<file path="config.mk">
export PLATFORM = sky130hd
export DESIGN_NAME = alu_mc
export DESIGN_NICKNAME = d
export VERILOG_FILES = /design/src/rtl/alu_mc.sv
export SDC_FILE = /design/constraint.sdc
export NUM_CORES = 1
export LEC_CHECK = 0
export CAP_MARGIN = 20
export CORE_MARGIN = 1.5
export CORE_UTILIZATION = 50
export DETAILED_ROUTE_END_ITERATION = 10
export HOLD_SLACK_MARGIN = 0.1
export PLACE_DENSITY_LB_ADDON = 0.05
export REMOVE_ABC_BUFFERS = 1
export SYNTH_ARGS = -nofsm -noshare
export SYNTH_HDL_FRONTEND = slang
export SYNTH_SLANG_ARGS = --single-unit
export TNS_END_PERCENT = 30
</file>
<file path="constraint.sdc">
create_clock -name Clk -period 5.6 [get_ports Clk]
set_clock_uncertainty 0.1 [all_clocks]
set_input_delay 1.4 -clock Clk [delete_from_list [all_inputs] [get_ports Clk]]
set_output_delay 1.4 -clock Clk [all_outputs]
set_load 0.02 [all_outputs]
</file>
<file path="src/rtl/alu_mc.sv">
// ---------------------------------------------------------------------------
// alu_mc -- multi-cycle ALU with valid/ready handshakes on both sides.
//
// Arithmetic/logic ops finish in one cycle. Shifts and rotates move one bit
// per cycle. MUL is an unsigned iterative shift-add, one multiplier bit per
// cycle. The result and status flags are registered when the op enters DONE.
// They stay there until the consumer takes them, and they are still held in
// IDLE afterwards.
//
// Ports
//   Clk, Reset_n        clock; synchronous active-low reset
//   InputA, InputB [W]  operands, latched on acceptance
//   OP [Ops]            opcode (ADD..CLC, see localparams)
//   In_valid/In_ready   request handshake (In_ready = IDLE)
//   Out_valid/Out_ready result handshake (Out_valid = DONE)
//   Out, OutHi [W]      result low word / MUL high word (0 otherwise)
//   Zero, Parity, Odd,
//   Carry               registered status flags
//   Busy                state != IDLE
// ---------------------------------------------------------------------------
module alu_mc #(
    parameter int W   = 8,
    parameter int Ops = 4
) (
    input  logic           Clk,
    input  logic           Reset_n,
    input  logic [W-1:0]   InputA,
    input  logic [W-1:0]   InputB,
    input  logic [Ops-1:0] OP,
    input  logic           In_valid,
    output logic           In_ready,
    output logic           Out_valid,
    input  logic           Out_ready,
    output logic [W-1:0]   Out,
    output logic [W-1:0]   OutHi,
    output logic           Zero,
    output logic           Parity,
    output logic           Odd,
    output logic           Carry,
    output logic           Busy
);

    localparam int SW = $clog2(W);
    // The counter must be able to hold W itself (full-width shift / MUL).
    localparam int CW = SW + 1;

    localparam logic [1:0] S_IDLE  = 2'd0;
    localparam logic [1:0] S_SHIFT = 2'd1;
    localparam logic [1:0] S_MUL   = 2'd2;
    localparam logic [1:0] S_DONE  = 2'd3;

    localparam logic [Ops-1:0] OP_ADD = Ops'(0);
    localparam logic [Ops-1:0] OP_ADC = Ops'(1);
    localparam logic [Ops-1:0] OP_SUB = Ops'(2);
    localparam logic [Ops-1:0] OP_SBB = Ops'(3);
    localparam logic [Ops-1:0] OP_XOR = Ops'(4);
    localparam logic [Ops-1:0] OP_ORR = Ops'(5);
    localparam logic [Ops-1:0] OP_AND = Ops'(6);
    localparam logic [Ops-1:0] OP_RXR = Ops'(7);
    localparam logic [Ops-1:0] OP_LSH = Ops'(8);
    localparam logic [Ops-1:0] OP_RSH = Ops'(9);
    localparam logic [Ops-1:0] OP_ASR = Ops'(10);
    localparam logic [Ops-1:0] OP_ROL = Ops'(11);
    localparam logic [Ops-1:0] OP_ROR = Ops'(12);
    localparam logic [Ops-1:0] OP_MUL = Ops'(13);
    localparam logic [Ops-1:0] OP_CLC = Ops'(15);

    localparam logic [CW-1:0] W_CNT   = CW'(W);
    localparam logic [CW-1:0] CNT_ONE = CW'(1);
    localparam logic [W-1:0]  W_VAL   = W'(W);

    // ---------------- state ----------------
    logic [1:0]     state_q,  state_d;
    logic [W-1:0]   a_q,      a_d;       // latched A (MUL multiplicand)
    logic [Ops-1:0] op_q,     op_d;
    logic [W-1:0]   work_q,   work_d;    // shift operand / MUL low product word
    logic [W-1:0]   hi_q,     hi_d;      // MUL high product word
    logic [CW-1:0]  cnt_q,    cnt_d;
    logic [W-1:0]   out_q,    out_d;
    logic [W-1:0]   outhi_q,  outhi_d;
    logic           zero_q,   zero_d;
    logic           parity_q, parity_d;
    logic           odd_q,    odd_d;
    logic           carry_q,  carry_d;

    // ---------------- incoming-op decode ----------------
    logic          in_is_shift;
    logic [CW-1:0] n_in;

    always_comb begin
        in_is_shift = 1'b0;
        n_in        = '0;
        case (OP)
            OP_LSH, OP_RSH, OP_ASR: begin
                in_is_shift = 1'b1;
                // Linear shifts saturate at W: everything is shifted out.
                n_in = (InputB >= W_VAL) ? W_CNT : InputB[CW-1:0];
            end
            OP_ROL, OP_ROR: begin
                in_is_shift = 1'b1;
                n_in = {1'b0, InputB[SW-1:0]};
            end
            default: ;
        endcase
    end

    // Single-cycle arithmetic. The extra top bit is the carry or the borrow.
    // A W+1-bit subtract wraps there exactly when the true result is negative.
    logic [W:0] cin_ext, add_s, adc_s, sub_s, sbb_s;

    always_comb begin
        cin_ext = {{W{1'b0}}, carry_q};
        add_s   = {1'b0, InputA} + {1'b0, InputB};
        adc_s   = {1'b0, InputA} + {1'b0, InputB} + cin_ext;
        sub_s   = {1'b0, InputA} - {1'b0, InputB};
        sbb_s   = {1'b0, InputA} - {1'b0, InputB} - cin_ext;
    end

    // ---------------- one shift step ----------------
    logic [W-1:0] sh_val;
    logic         sh_bit;    // bit leaving (or wrapping around) this step

    always_comb begin
        sh_val = work_q;
        sh_bit = 1'b0;
        case (op_q)
            OP_LSH: begin sh_bit = work_q[W-1]; sh_val = {work_q[W-2:0], 1'b0};        end
            OP_RSH: begin sh_bit = work_q[0];   sh_val = {1'b0, work_q[W-1:1]};        end
            OP_ASR: begin sh_bit = work_q[0];   sh_val = {work_q[W-1], work_q[W-1:1]}; end
            OP_ROL: begin sh_bit = work_q[W-1]; sh_val = {work_q[W-2:0], work_q[W-1]}; end
            OP_ROR: begin sh_bit = work_q[0];   sh_val = {work_q[0], work_q[W-1:1]};   end
            default: ;
        endcase
    end

    // ---------------- one shift-add multiply step ----------------
    // The multiplier sits in work_q and is consumed from bit 0. The partial
    // product shifts right into work_q as the multiplier bits are used up.
    logic [W:0]   mul_sum;
    logic [W-1:0] mul_hi, mul_lo;

    always_comb begin
        mul_sum = work_q[0] ? ({1'b0, hi_q} + {1'b0, a_q}) : {1'b0, hi_q};
        mul_hi  = mul_sum[W:1];
        mul_lo  = {mul_sum[0], work_q[W-1:1]};
    end

    // ---------------- next state ----------------
    logic         ld;        // result enters DONE this cycle
    logic [W-1:0] res_lo, res_hi;
    logic         res_c;

    always_comb begin
        state_d  = state_q;
        a_d      = a_q;
        op_d     = op_q;
        work_d   = work_q;
        hi_d     = hi_q;
        cnt_d    = cnt_q;
        out_d    = out_q;
        outhi_d  = outhi_q;
        zero_d   = zero_q;
        parity_d = parity_q;
        odd_d    = odd_q;
        carry_d  = carry_q;
        ld       = 1'b0;
        res_lo   = '0;
        res_hi   = '0;
        res_c    = carry_q;

        case (state_q)
            S_IDLE: begin
                if (In_valid) begin
                    a_d  = InputA;
                    op_d = OP;
                    if (in_is_shift && (n_in != '0)) begin
                        work_d  = InputA;
                        cnt_d   = n_in;
                        state_d = S_SHIFT;
                    end else if (OP == OP_MUL) begin
                        work_d  = InputB;
                        hi_d    = '0;
                        cnt_d   = W_CNT;
                        state_d = S_MUL;
                    end else begin
                        ld = 1'b1;
                        case (OP)
                            OP_ADD: begin res_lo = add_s[W-1:0]; res_c = add_s[W]; end
                            OP_ADC: begin res_lo = adc_s[W-1:0]; res_c = adc_s[W]; end
                            OP_SUB: begin res_lo = sub_s[W-1:0]; res_c = sub_s[W]; end
                            OP_SBB: begin res_lo = sbb_s[W-1:0]; res_c = sbb_s[W]; end
                            OP_XOR: res_lo = InputA ^ InputB;
                            OP_ORR: res_lo = InputA | InputB;
                            OP_AND: res_lo = InputA & InputB;
                            OP_RXR: res_lo = {{(W-1){1'b0}}, ^InputA};
                            // Zero-count shift/rotate: operand passes through.
                            OP_LSH, OP_RSH, OP_ASR,
                            OP_ROL, OP_ROR: res_lo = InputA;
                            OP_CLC: res_c = 1'b0;
                            default: ;  // NOP and unused codes: Out = 0
                        endcase
                    end
                end
            end

            S_SHIFT: begin
                work_d = sh_val;
                cnt_d  = cnt_q - CNT_ONE;
                // The last step goes straight into DONE, so a count of n is
                // ready n+1 cycles after acceptance.
                if (cnt_q == CNT_ONE) begin
                    ld     = 1'b1;
                    res_lo = sh_val;
                    res_c  = sh_bit;
                end
            end

            S_MUL: begin
                work_d = mul_lo;
                hi_d   = mul_hi;
                cnt_d  = cnt_q - CNT_ONE;
                if (cnt_q == CNT_ONE) begin
                    ld     = 1'b1;
                    res_lo = mul_lo;
                    res_hi = mul_hi;
                    res_c  = |mul_hi;
                end
            end

            S_DONE: begin
                if (Out_ready) state_d = S_IDLE;
            end

            default: state_d = S_IDLE;
        endcase

        if (ld) begin
            out_d    = res_lo;
            outhi_d  = res_hi;
            zero_d   = ~|{res_hi, res_lo};
            parity_d = ^res_lo;
            odd_d    = res_lo[0];
            carry_d  = res_c;
            state_d  = S_DONE;
        end
    end

    // ---------------- registers ----------------
    always_ff @(posedge Clk) begin
        if (!Reset_n) begin
            state_q  <= S_IDLE;
            a_q      <= '0;
            op_q     <= '0;
            work_q   <= '0;
            hi_q     <= '0;
            cnt_q    <= '0;
            out_q    <= '0;
            outhi_q  <= '0;
            zero_q   <= 1'b1;
            parity_q <= 1'b0;
            odd_q    <= 1'b0;
            carry_q  <= 1'b0;
        end else begin
            state_q  <= state_d;
            a_q      <= a_d;
            op_q     <= op_d;
            work_q   <= work_d;
            hi_q     <= hi_d;
            cnt_q    <= cnt_d;
            out_q    <= out_d;
            outhi_q  <= outhi_d;
            zero_q   <= zero_d;
            parity_q <= parity_d;
            odd_q    <= odd_d;
            carry_q  <= carry_d;
        end
    end

    assign In_ready  = (state_q == S_IDLE);
    assign Busy      = (state_q != S_IDLE);
    assign Out_valid = (state_q == S_DONE);
    assign Out       = out_q;
    assign OutHi     = outhi_q;
    assign Zero      = zero_q;
    assign Parity    = parity_q;
    assign Odd       = odd_q;
    assign Carry     = carry_q;

endmodule

</file>
==> results.yml <==
final_layout:
  area_growth_pct: 14.3
  diodes: 0
  multi_input_area_um2: 4010
  seq_area_um2: 1060
  stdcell_count: 912
  fill_cells: 988
  nets: 849
  drive_gt1_frac: 0.0747
timing:
  setup_tns_ps: 0
  whs_ps: 364
  setup_ws_ps: 397
  drv_slew: 0
  timing.fmax_mhz: 192
  hold_viol_final: 0
  finalSetupViolations: 0
  grt_setup_unrepaired: "false"
  worstMarginPinSlew_ps: 858
  fin_crit_sh: 0.929
  max_slew_margin: 0.428
  fin_crit_ps: 5200
global_route:
  grt_max_degree: 38
  grt_pass1_vias: 5286
  gr-total-overflow: 0
  grt_use_total: 0.323
  grt_pass1_wl_um: 28600
  antenna_found_initial: 1
power_and_ir_drop:
  power_mw: 2.16
  p_leak_nw: 2.44
  vdd_ir_drop_max_mv: 0.341
  pwr_density_cell_nw_per_um2: 349
drt:
  drc: 0
  wire_per_inst_um: 20.2
  viasPerCell: 6.33
  num_vias: 5771
  drt_iter0_drc: 506
  drt-pass1-iter-count: 5
  routed_wl_um: 18400
  ant_nets: 0
synth:
  synth.distinct_cells: 72
  synth_edf_count: 0
  syn_area_um2: 5410
  synthCells: 738
  async_reset_ff_frac: 0
  ys_warn_count: 0
  avgSynthCellArea_um2: 7.34
  synth_seq_cells: 53
  synth_seq_area_share: 0.196
  synth_flop_cell: "dfxtp_1"
placement:
  portBuffers: 46
  pre_cts_ws_ps: 165
  place.gp.congestion: 0.980
  dp_hpwl_um: 14400
  dp_cells: 904
min_path:
  min_path_type: "flip-flop to flip-flop"
setup_path:
  worstPathRequired_ps: 5740
  crit_type: "primary input to flip-flop"
  worst_setup_path_start_kind: "primary input"
  cp-end-kind: "flip-flop"
  critical_path_arrival_ps: 5340
  rrSetupSlack_ps: 2360
  path_max_fanout: 5
floorplan:
  num_rows: 37
  coreArea_um2: 10400
  start_util: 0.520
  dieWidth_um: 107
  dieHeight_um: 107
  ios: 47
  dieArea_um2: 11500
clock_network:
  clk_latency_ps: 320
  clock_sink_count: 53
  clockRootBuffer: "clkbuf_8"
  htree_levels: 2
  clockBufferDepth: 2
  cts_tree: "yes"
  numCtsBuffers: 5
  ctsHoldBuffers: 0
  cts.repair.resized: 0
  path_clk_slew_ps: 100
  post-cts-setup-buffers: 0
outcome:
  status: "finished clean"
flow_run:
  max_cap_violations: 0
area by class of cell:
class | count | share of cell area
multi-input combinational | 600 | 0.647
sequential | 53 | 0.171
timing repair buffer | 78 | 0.113
tap | 136 | 0.0275
inverter | 37 | 0.0224
clock buffer | 6 | 0.0117
clock inverter | 2 | 0.00627
power breakdown:
part           switching [mW]  internal (mW)
registers               0.117          0.466
logic                   0.798          0.511
clock network           0.136          0.135
total                    1.05           1.11
synthesized netlist by cell type (13+ instances only):
master    number  area share
nor2_1        83       0.058
nand2_1       73       0.051
a21oi_1       68       0.063
dfxtp_1       53        0.20
ha_1          47        0.11
inv_1         36       0.025
clkbuf_1      30       0.021
o21ai_0       30       0.028
a211oi_1      29       0.040
xnor2_1       25       0.040
o22ai_1       21       0.024
nor3_1        17       0.016
mux2i_1       14       0.026
a22oi_1       13       0.018
cells in the final DEF (no fill, tap or decap), types with 12 or more instances in the layout:
cell type | netlist | final
dfxtp_1 | 53 | 53
a211oi_1 | 29 | 29
a22oi_1 | 13 | 13
nor2_1 | 83 | 83
nand2b_1 | 12 | 12
o21ai_0 | 30 | 30
ha_1 | 47 | 47
xnor2_1 | 25 | 25
nor3_1 | 17 | 17
mux2i_1 | 14 | 14
nand2_1 | 73 | 73
buf_4 | 1 | 32
a21oi_1 | 68 | 68
clkdlybuf4s50_1 | 0 | 46
o22ai_1 | 21 | 21
inv_1 | 36 | 36
flip-flops by register name, indices dropped and copies added, names as in the netlist, 2 cells and up:
register	count
OutHi	8
Out	8
a_q	8
hi_q	8
work_q	8
cnt_q	4
op_q	4
state_q	2
through the flow:
stage	cell area [um2]	util
floorplan	5210	-
global placement	6080	0.584
detailed placement	6080	0.584
CTS	6190	0.594
global route	6190	0.594
finish	6190	0.594
worst paths after layout:
kind	startpoint	end	depth (start not counted)
worst min-delay path	OutHi[0]	OutHi[0]	2
worst min register to register	OutHi[0]	OutHi[0]	2
worst max register to register	state_q[0]	OutHi[1]	8
worst max-delay path	InputA[0]	Parity	16
cell families (layout without fill, tap and decap cells):
family / count (synthesis) / after routing / synth area share
buffers and inverters: 85 / 123 / 0.0638
adders and majority gates: 51 / 51 / 0.122
DFF: 53 / 53 / 0.196
AOI/OAI and AO/OA: 246 / 246 / 0.305
and+or+nand+nor: 249 / 249 / 0.218
muxes: 22 / 22 / 0.0425
xor gates and xnor gates: 32 / 32 / 0.0532
worst max-delay path, stage by stage:
cell	delay [ps]
clkdlybuf4s50_1	610
inv_1	110
ha_1	250
fa_1	460
nor3_1	350
nor3_1	120
xnor2_1	200
nor4_2	410
mux2i_1	260
a2111oi_2	60
o21ai_1	200
nand2b_1	80
ha_1	310
xnor2_1	200
xnor2_1	90
a211oi_1	220
layer usage:
metal	track usage	share of wire
met4	0.0829	0.017
met1	0.471	0.46
met3	0.0881	0.10
met2	0.464	0.42
met5	0	0
Note: power is estimated with default switching activity, not from simulation.
